<file path="src/rtl/ps2_rx_fifo.sv">
// PS/2 keyboard receiver: pin conditioning, frame check, prefix folding
// and a show-ahead FIFO of {ext, brk, code} entries with sticky errors.
module ps2_rx_fifo #(
  parameter int FIFO_AW        = 4,
  parameter int FILTER_LEN     = 4,
  parameter int TIMEOUT_CYCLES = 2000,
  parameter int RAW_MODE       = 0
) (
  input  logic               Bus2IP_Clk,
  input  logic               Bus2IP_Reset,
  input  logic               ps2_clk,
  input  logic               ps2_data,
  input  logic               rd_en,
  output logic [9:0]         rd_data,
  output logic               empty,
  output logic               full,
  output logic [FIFO_AW:0]   count,
  input  logic               err_clr,
  output logic               overflow,
  output logic               parity_err,
  output logic               frame_err
);

  localparam int DEPTH = 1 << FIFO_AW;
  localparam int TW = $clog2(TIMEOUT_CYCLES + 1);
  localparam logic [3:0] FL_LAST = 4'(FILTER_LEN - 1);
  localparam logic [TW-1:0] TO_LAST = TW'(TIMEOUT_CYCLES);
  localparam logic [TW-1:0] T_ONE = TW'(1);
  localparam logic [FIFO_AW:0] C_ONE = (FIFO_AW+1)'(1);
  localparam logic [FIFO_AW:0] C_FULL = (FIFO_AW+1)'(DEPTH);
  localparam logic [FIFO_AW-1:0] P_ONE = FIFO_AW'(1);

  typedef enum logic [1:0] {
    S_IDLE, S_EXT, S_BRK, S_EXT_BRK
  } state_t;

  logic [1:0] clk_sync;
  logic [1:0] dat_sync;
  logic [3:0] clk_cnt;
  logic [3:0] dat_cnt;
  logic       clk_f;
  logic       dat_f;
  logic       clk_prev;
  logic       fall;

  always_ff @(posedge Bus2IP_Clk) begin
    if (Bus2IP_Reset) begin
      clk_sync <= 2'b11;
      dat_sync <= 2'b11;
      clk_prev <= 1'b1;
    end else begin
      clk_sync <= {clk_sync[0], ps2_clk};
      dat_sync <= {dat_sync[0], ps2_data};
      clk_prev <= clk_f;
    end
  end

  always_ff @(posedge Bus2IP_Clk) begin
    if (Bus2IP_Reset) begin
      clk_f   <= 1'b1;
      clk_cnt <= '0;
    end else if (clk_sync[1] == clk_f) begin
      clk_cnt <= '0;
    end else if (clk_cnt == FL_LAST) begin
      clk_f   <= clk_sync[1];
      clk_cnt <= '0;
    end else begin
      clk_cnt <= clk_cnt + 4'd1;
    end
  end

  always_ff @(posedge Bus2IP_Clk) begin
    if (Bus2IP_Reset) begin
      dat_f   <= 1'b1;
      dat_cnt <= '0;
    end else if (dat_sync[1] == dat_f) begin
      dat_cnt <= '0;
    end else if (dat_cnt == FL_LAST) begin
      dat_f   <= dat_sync[1];
      dat_cnt <= '0;
    end else begin
      dat_cnt <= dat_cnt + 4'd1;
    end
  end

  assign fall = clk_prev & ~clk_f;

  logic [3:0]    bitcnt;
  logic [7:0]    sr;
  logic          par;
  logic [TW-1:0] tcnt;
  logic          byte_valid;
  logic [7:0]    byte_q;
  logic          ferr_p;
  logic          perr_p;

  always_ff @(posedge Bus2IP_Clk) begin
    if (Bus2IP_Reset) begin
      bitcnt     <= '0;
      sr         <= '0;
      par        <= 1'b0;
      tcnt       <= '0;
      byte_valid <= 1'b0;
      byte_q     <= '0;
      ferr_p     <= 1'b0;
      perr_p     <= 1'b0;
    end else begin
      byte_valid <= 1'b0;
      ferr_p     <= 1'b0;
      perr_p     <= 1'b0;
      if (fall) begin
        tcnt <= '0;
        unique case (1'b1)
          (bitcnt == 4'd0): begin
            // a high start bit is line noise, not a frame
            if (dat_f) ferr_p <= 1'b1;
            else       bitcnt <= 4'd1;
          end
          (bitcnt == 4'd9): begin
            par    <= dat_f;
            bitcnt <= 4'd10;
          end
          (bitcnt == 4'd10): begin
            bitcnt <= '0;
            if (!dat_f) begin
              ferr_p <= 1'b1;
            end else if (^{sr, par}) begin
              byte_valid <= 1'b1;
              byte_q     <= sr;
            end else begin
              perr_p <= 1'b1;
            end
          end
          default: begin
            sr     <= {dat_f, sr[7:1]};
            bitcnt <= bitcnt + 4'd1;
          end
        endcase
      end else if (bitcnt != 4'd0) begin
        if (tcnt == TO_LAST) begin
          tcnt   <= '0;
          bitcnt <= '0;
          ferr_p <= 1'b1;
        end else begin
          tcnt <= tcnt + T_ONE;
        end
      end
    end
  end

  state_t     state;
  state_t     state_nxt;
  logic       push;
  logic [9:0] push_data;
  logic       is_e0;
  logic       is_f0;

  assign is_e0 = (byte_q == 8'hE0);
  assign is_f0 = (byte_q == 8'hF0);

  always_ff @(posedge Bus2IP_Clk) begin
    if (Bus2IP_Reset) state <= S_IDLE;
    else              state <= state_nxt;
  end

  always_comb begin
    state_nxt = state;
    push      = 1'b0;
    push_data = '0;
    if (ferr_p || perr_p) begin
      state_nxt = S_IDLE;
    end else if (byte_valid) begin
      if (RAW_MODE != 0) begin
        push      = 1'b1;
        push_data = {2'b00, byte_q};
      end else begin
        unique case (state)
          S_IDLE: begin
            if (is_e0)      state_nxt = S_EXT;
            else if (is_f0) state_nxt = S_BRK;
            else begin
              push      = 1'b1;
              push_data = {2'b00, byte_q};
            end
          end
          S_EXT: begin
            if (is_f0)      state_nxt = S_EXT_BRK;
            else if (!is_e0) begin
              push      = 1'b1;
              push_data = {2'b10, byte_q};
              state_nxt = S_IDLE;
            end
          end
          S_BRK: begin
            if (is_e0)      state_nxt = S_EXT_BRK;
            else if (!is_f0) begin
              push      = 1'b1;
              push_data = {2'b01, byte_q};
              state_nxt = S_IDLE;
            end
          end
          S_EXT_BRK: begin
            if (!is_e0 && !is_f0) begin
              push      = 1'b1;
              push_data = {2'b11, byte_q};
              state_nxt = S_IDLE;
            end
          end
          default: state_nxt = S_IDLE;
        endcase
      end
    end
  end

  logic [9:0]         mem [DEPTH];
  logic [FIFO_AW-1:0] wptr;
  logic [FIFO_AW-1:0] rptr;
  logic [FIFO_AW:0]   cnt;
  logic               do_pop;
  logic               do_push;
  logic               ovf_ev;

  assign empty   = (cnt == '0);
  assign full    = (cnt == C_FULL);
  assign count   = cnt;
  assign rd_data = empty ? 10'd0 : mem[rptr];
  assign do_pop  = rd_en & ~empty;
  // a pop in the same cycle frees the slot the push needs
  assign do_push = push & (~full | do_pop);
  assign ovf_ev  = push & full & ~do_pop;

  always_ff @(posedge Bus2IP_Clk) begin
    if (do_push) mem[wptr] <= push_data;
  end

  always_ff @(posedge Bus2IP_Clk) begin
    if (Bus2IP_Reset) begin
      wptr <= '0;
      rptr <= '0;
      cnt  <= '0;
    end else begin
      if (do_push) wptr <= wptr + P_ONE;
      if (do_pop)  rptr <= rptr + P_ONE;
      if (do_push && !do_pop)      cnt <= cnt + C_ONE;
      else if (do_pop && !do_push) cnt <= cnt - C_ONE;
    end
  end

  always_ff @(posedge Bus2IP_Clk) begin
    if (Bus2IP_Reset) begin
      overflow   <= 1'b0;
      parity_err <= 1'b0;
      frame_err  <= 1'b0;
    end else begin
      if (ovf_ev)       overflow <= 1'b1;
      else if (err_clr) overflow <= 1'b0;
      if (perr_p)       parity_err <= 1'b1;
      else if (err_clr) parity_err <= 1'b0;
      if (ferr_p)       frame_err <= 1'b1;
      else if (err_clr) frame_err <= 1'b0;
    end
  end

endmodule

</file>
<file path="config.mk">
export PLATFORM = sky130hd
export DESIGN_NAME = ps2_rx_fifo
export DESIGN_NICKNAME = d
export VERILOG_FILES = /design/src/rtl/ps2_rx_fifo.sv
export SDC_FILE = /design/constraint.sdc
export NUM_CORES = 1
export LEC_CHECK = 0
export BUFFER_PORTS_ARGS = -buffer_cell sky130_fd_sc_hd__buf_4
export CORE_AREA = 3 3 158 160
export DETAILED_ROUTE_END_ITERATION = 10
export DIE_AREA = 0 0 161 163
export MAX_ROUTING_LAYER = met4
export SLEW_MARGIN = 10
export SYNTH_ARGS = -nofsm -noshare
export SYNTH_HDL_FRONTEND = slang
export SYNTH_SLANG_ARGS = --single-unit
</file>
<file path="constraint.sdc">
create_clock -name Bus2IP_Clk -period 4 [get_ports Bus2IP_Clk]
set_clock_uncertainty 0.2 [all_clocks]
set_input_delay 0.4 -clock Bus2IP_Clk [delete_from_list [all_inputs] [get_ports Bus2IP_Clk]]
set_output_delay 0.4 -clock Bus2IP_Clk [all_outputs]
set_load 0.01 [all_outputs]
</file>
### After elaboration in Yosys (flattened, before gate mapping)

Memory sizes are Yosys's and may differ from the RTL's. A register that Yosys moved wholly into a read port is not among the register bits.
Cells that the tools add are included.
Widths: inputs -> output; s select.

* register bits after elaboration: 68
* RAM bits: 160
* output and inout bits: 20
* memories kept: 1
* input port bits: 6
* logic and storage cells: 149

* equality and inequality tests: 18
* bitwise gates (word level): 16
* reductions and logical operators: 33
* $add $sub $neg: 8
* mux-type cells: 51

Memory list
* mem: words 16, width 10, rd ports 1, clocked after memory_dff 1, write ports 1, RTL line 215 `logic [9:0] mem [DEPTH];`

Operators with widths (number)
* $mux 10: 6
* $pmux 10 s4: 1
* $mux 4: 6
* $add 4x1->4 const B: 5
* $mux 1: 20
* $mux 9: 2
* $eq 8x8->1 const B: 2
* $mux 8: 2
* $mux 2: 7
* $ne 3x3->1 const B: 4
* $pmux 4 s3: 1
* $reduce_bool 2->1: 6
* $add 11x1->11 const B: 1
* $eq 11x11->1 const B: 1
* $mux 11: 1
* $mux 5: 2
* $not 1->1: 10
* $reduce_or 3->1: 3
* $reduce_xor 9->1: 1
* $eq 4x2->1 const B: 2
* $eq 4x4->1 const B: 2
* $pmux 2 s4: 1
* $reduce_and 2->1: 4
* $reduce_or 2->1: 3
* other kinds (22): 33

### Longest topological paths before layout

* word-level depth: 12
* gate-level depth with buffers: 12
* mapped depth without buffers: 11

### Worst setup path before layout

Ideal clock, no wire load.

* kind: register -> register
* start: register cnt[1], in the netlist count[1]
* end: register cnt[4], in the netlist count[4]
* data arrival time: 2.694 ns
* cell stages (with the launch flop): 11
* library setup time: 0.070 ns
* path slack: 1.036 ns
* cell sequence: dfxtp_1 > or4_1 > o21ai_2 > ha_1 > inv_1 > fa_1 > a21o_1 > a21oi_1 > xnor2_1 > or3_1 > a21oi_1

* longest elaborated chain between the ends: 8
* elaborated cells between the ends (all ways): 16
* classes of those cells: 2 x add/sub; 1 x eq/ne; 2 x mux; 5 x bitwise; 6 x reduce/logical

Ends and longest elaborated chain
* from (decl): RTL line 218 `logic [FIFO_AW:0] cnt;`
* from (signal assigned): RTL line 244 `if (do_push && !do_pop) cnt <= cnt + C_ONE;`
* from (signal assigned): RTL line 245 `else if (do_pop && !do_push) cnt <= cnt - C_ONE;`
* $logic_not 5->1: RTL line 223 `assign empty = (cnt == '0);`
* $not 1->1: RTL line 227 `assign do_pop = rd_en & ~empty;`
* $and 1x1->1: RTL line 227
* $or 1x1->1: RTL line 229 `assign do_push = push & (~full | do_pop);`
* $and 1x1->1: RTL line 229
* $logic_not 1->1: RTL line 245
* $logic_and 1x1->1: RTL line 245
* $reduce_bool 2->1 (no line)

Several ways; a longest one is shown, not always the timed one. The select of a mux whose other input is x is not followed.
A chain may end at the register's enable or synchronous reset.

### Final worst setup path

* start: register byte_valid
* end: register cnt[4], in the netlist count[4]

* longest elaborated chain between the ends: 6
* elaborated cells between the ends (all ways): 8
* classes of those cells: 3 x mux; 1 x bitwise; 4 x reduce/logical

Ends and longest elaborated chain
* from (decl): RTL line 92 `logic byte_valid;`
* from (signal assigned): RTL line 103 `byte_valid <= 1'b0;`
* from (signal assigned): RTL line 108 `byte_valid <= 1'b0;`
* from (signal assigned): RTL line 128 `byte_valid <= 1'b1;`
* $mux 1 *: RTL line 172 `end else if (byte_valid) begin`
* $mux 1 *: RTL line 170 `if (ferr_p || perr_p) begin`
* $and 1x1->1 *: RTL line 229
* $logic_not 1->1: RTL line 245
* $logic_and 1x1->1: RTL line 245
* $reduce_bool 2->1 (no line)

Every way passes the cells marked *; elsewhere a longest branch is shown, timed or not.

==> out/results.tsv <==
metric	value	unit
status	finished, final reports clean	
min Tclk post-route	3270	ps
first-pass GRT wire length	30200	microns
startpoint of the worst register-to-register path	byte_valid$_SDFF_PP0_	
Post-synth top flop	edfxtp_1	
DR vias	5210	
Final Max Slew Viols	0	
final worst slack	728	ps
period utilization	81.8	%
DRC Markers	0	
vias in the first global route	5421	
multi-input logic area	2950	sq um
crit path DAT	3500	ps
Distinct cells, synth	51	
IO Port Bufs	25	
Die ar.	26200	sq um
FF-to-FF path depth	11	
Max Clk Rate	306	MHz
wirelength, routed	18900	microns
final net count	695	
Seq/Total Area, Yosys	66.5	%
DP Cell Count	961	
startpoint types	register	
EDFF count, synth	160	
RSZ-0062 raised after global routing	no	
Syn Nets	654	
H-tree levels	1	
commonest cells in the synthesized netlist	edfxtp_1, dfxtp_1, nor2_1	
Post-CTS Resized	0	
Req. time, crit path	4230	ps
FF+latch count, synth	232	
worst slew pin tran	1060	ps
GR Overflow Total	0	
Starting DRT DRC Count	339	
Die H	163	microns
Worst Path Max Fanout	6	
max_slew headroom	28.8	%
hold bufs inserted after CTS	2	
initial antenna violation count	0	
CTS tree	built	
Post-Layout Cell Count	1008	
Hold Fails Final Rpt	0	
layout cell share with drive strength beyond 1	18.6	%
final instance area	10800	sq um
cell area after synthesis	9400	sq um
CTS Sinks	232	
synth warn	0	
DP HPWL	12200	microns
Setup CP Type	register to register	
P&R area growth vs syn	14.9	%
r2r setup slk	730	ps
endpoints failing setup	0	
critical register-to-register path endpoint	count[4]$_SDFFE_PP0P_	
count leader, synth	edfxtp_1	
Worst-path clk slew	60	ps
Setup WS pre-CTS	760	ps
dpl cell area	10000	sq um
First-pass DRT Iterations	4	
Avg Synthesized Cell Area	14.9	sq um
Total GRT Usage	15.1	%
largest cells by area after synthesis	edfxtp_1, dfxtp_1, mux4_2	
Initial Util	39.9	%
TritonCTS Buffers	25	
fillcell total	2122	
Setup crit end kind	register	
ant diodes	0	
global placement routability congestion	0.833	
Root Buffer	clkbuf_16	
Synth top area share	51.1	%
Core Area	23500	sq um
setup tns final	0	ps
FP Rows	56	
Critical Path End	count[4]$_SDFFE_PP0P_	
cells after synthesis	630	
Hold Slack	52.8	ps
Synth area leader	edfxtp_1	
Max Buffers Root-to-Sink	3	
Cell Pwr Density	537	nW/um^2
Routed Antenna Nets	0	
# Post-CTS Setup Buffers	0	
Sequential Area	6250	sq um
IO Pins	26	
Worst Hold Class	input pin to register	
Synth async-reset ratio	0	%
Die Width	161	microns
maxcap violations	0	
Avg WL per Cell	18.8	microns
leakage power	3.78	nW
worst skew pair latency	500	ps
largest net degree at the start of global routing	60	
worst ir drop on vdd	0.000356	V
Vias/cell	5.17	
Setup crit start	byte_valid$_SDFF_PP0_	
==> worst max-delay path: stages, from the launching register on <==
cell      delay (ps)
dfxtp_1          360
nor3b_1          410
a21boi_1         260
and2_1           290
ha_1             240
inv_1            110
fa_1             430
a21o_1           190
a21oi_1          180
xnor2_1          100
or3_1            310
a21oi_1          140
==> area by class of cell <==
class	instances	share of cell area, %
sequential	232	57.8
multi-input combinational	350	27.3
clock buffer	34	6.20
tap	319	3.69
timing repair buffer	45	3.29
clock inverter	11	1.08
inverter	17	0.591
==> state kept, by name (all words and copies together) (netlist names), 5 cells and up, named ones only <==
name,cells
tcnt,11
byte_q,8
count,5
sr,8
mem,160
==> cells in the final DEF (no fill, tap or decap), types with 6 or more instances in the layout <==
cell       count
nand2b_1      15
mux4_2        40
xnor2_1       23
nand2_1       15
a22oi_1       22
edfxtp_1     160
mux2i_1       18
buf_4         42
inv_1         17
and2_1        13
a21oi_1       28
clkbuf_1       8
ha_1          17
xor2_1         9
nor2_1        68
dfxtp_1       71
nor2b_1        7
nand3_1        9
clkbuf_16     25
nor3_1         7
nor3b_1        6
o21ai_1        6
==> report_power, final <==
group          internal (W)  switching, W  leakage [nW]
registers           0.00257     0.0000708          2.16
logic              0.000461      0.000508          1.24
clock network       0.00130      0.000888         0.376
total               0.00434       0.00147          3.78
==> cell families after synthesis <==
kind of cell,synth area share [%]
and+or+nand+nor,9.29
DFF,66.5
adders and majority gates,2.48
buffers and inverters,2.14
AOI/OAI and AO/OA,4.91
xor gates and xnor gates,3.22
muxes,11.5
==> metal layers <==
metal  GRT usage, %  up-vias  routed length [microns]
met4           3.01        0                      269
met1           21.3     2587                     8570
li1               -     2431                        -
met2           23.7      166                     8880
met3           2.19       26                     1210
met5              -        -                        0
==> per-stage QoR <==
step                util, %  power, W
floorplan                 -   0.00327
global placement       42.5   0.00364
detailed placement     42.5   0.00367
CTS                    45.9   0.00587
global route           45.9   0.00607
finish                 45.9   0.00580
==> how the worst min path moves through the flow <==
stage	start	to	cells past startpoint
6_report	err_clr	parity_err$_SDFFE_PP0P_	4
3_3_place_gp	dat_sync[0]$_SDFF_PP1_	dat_sync[1]$_SDFF_PP1_	1
3_5_place_dp	clk_sync[0]$_SDFF_PP1_	clk_sync[1]$_SDFF_PP1_	1
2_1_floorplan	clk_sync[0]$_SDFF_PP1_	clk_sync[1]$_SDFF_PP1_	1
4_1_cts	err_clr	parity_err$_SDFFE_PP0P_	4
5_1_grt	rd_en	overflow$_SDFFE_PP0P_	4
Note: power is estimated with default switching activity, not from simulation.
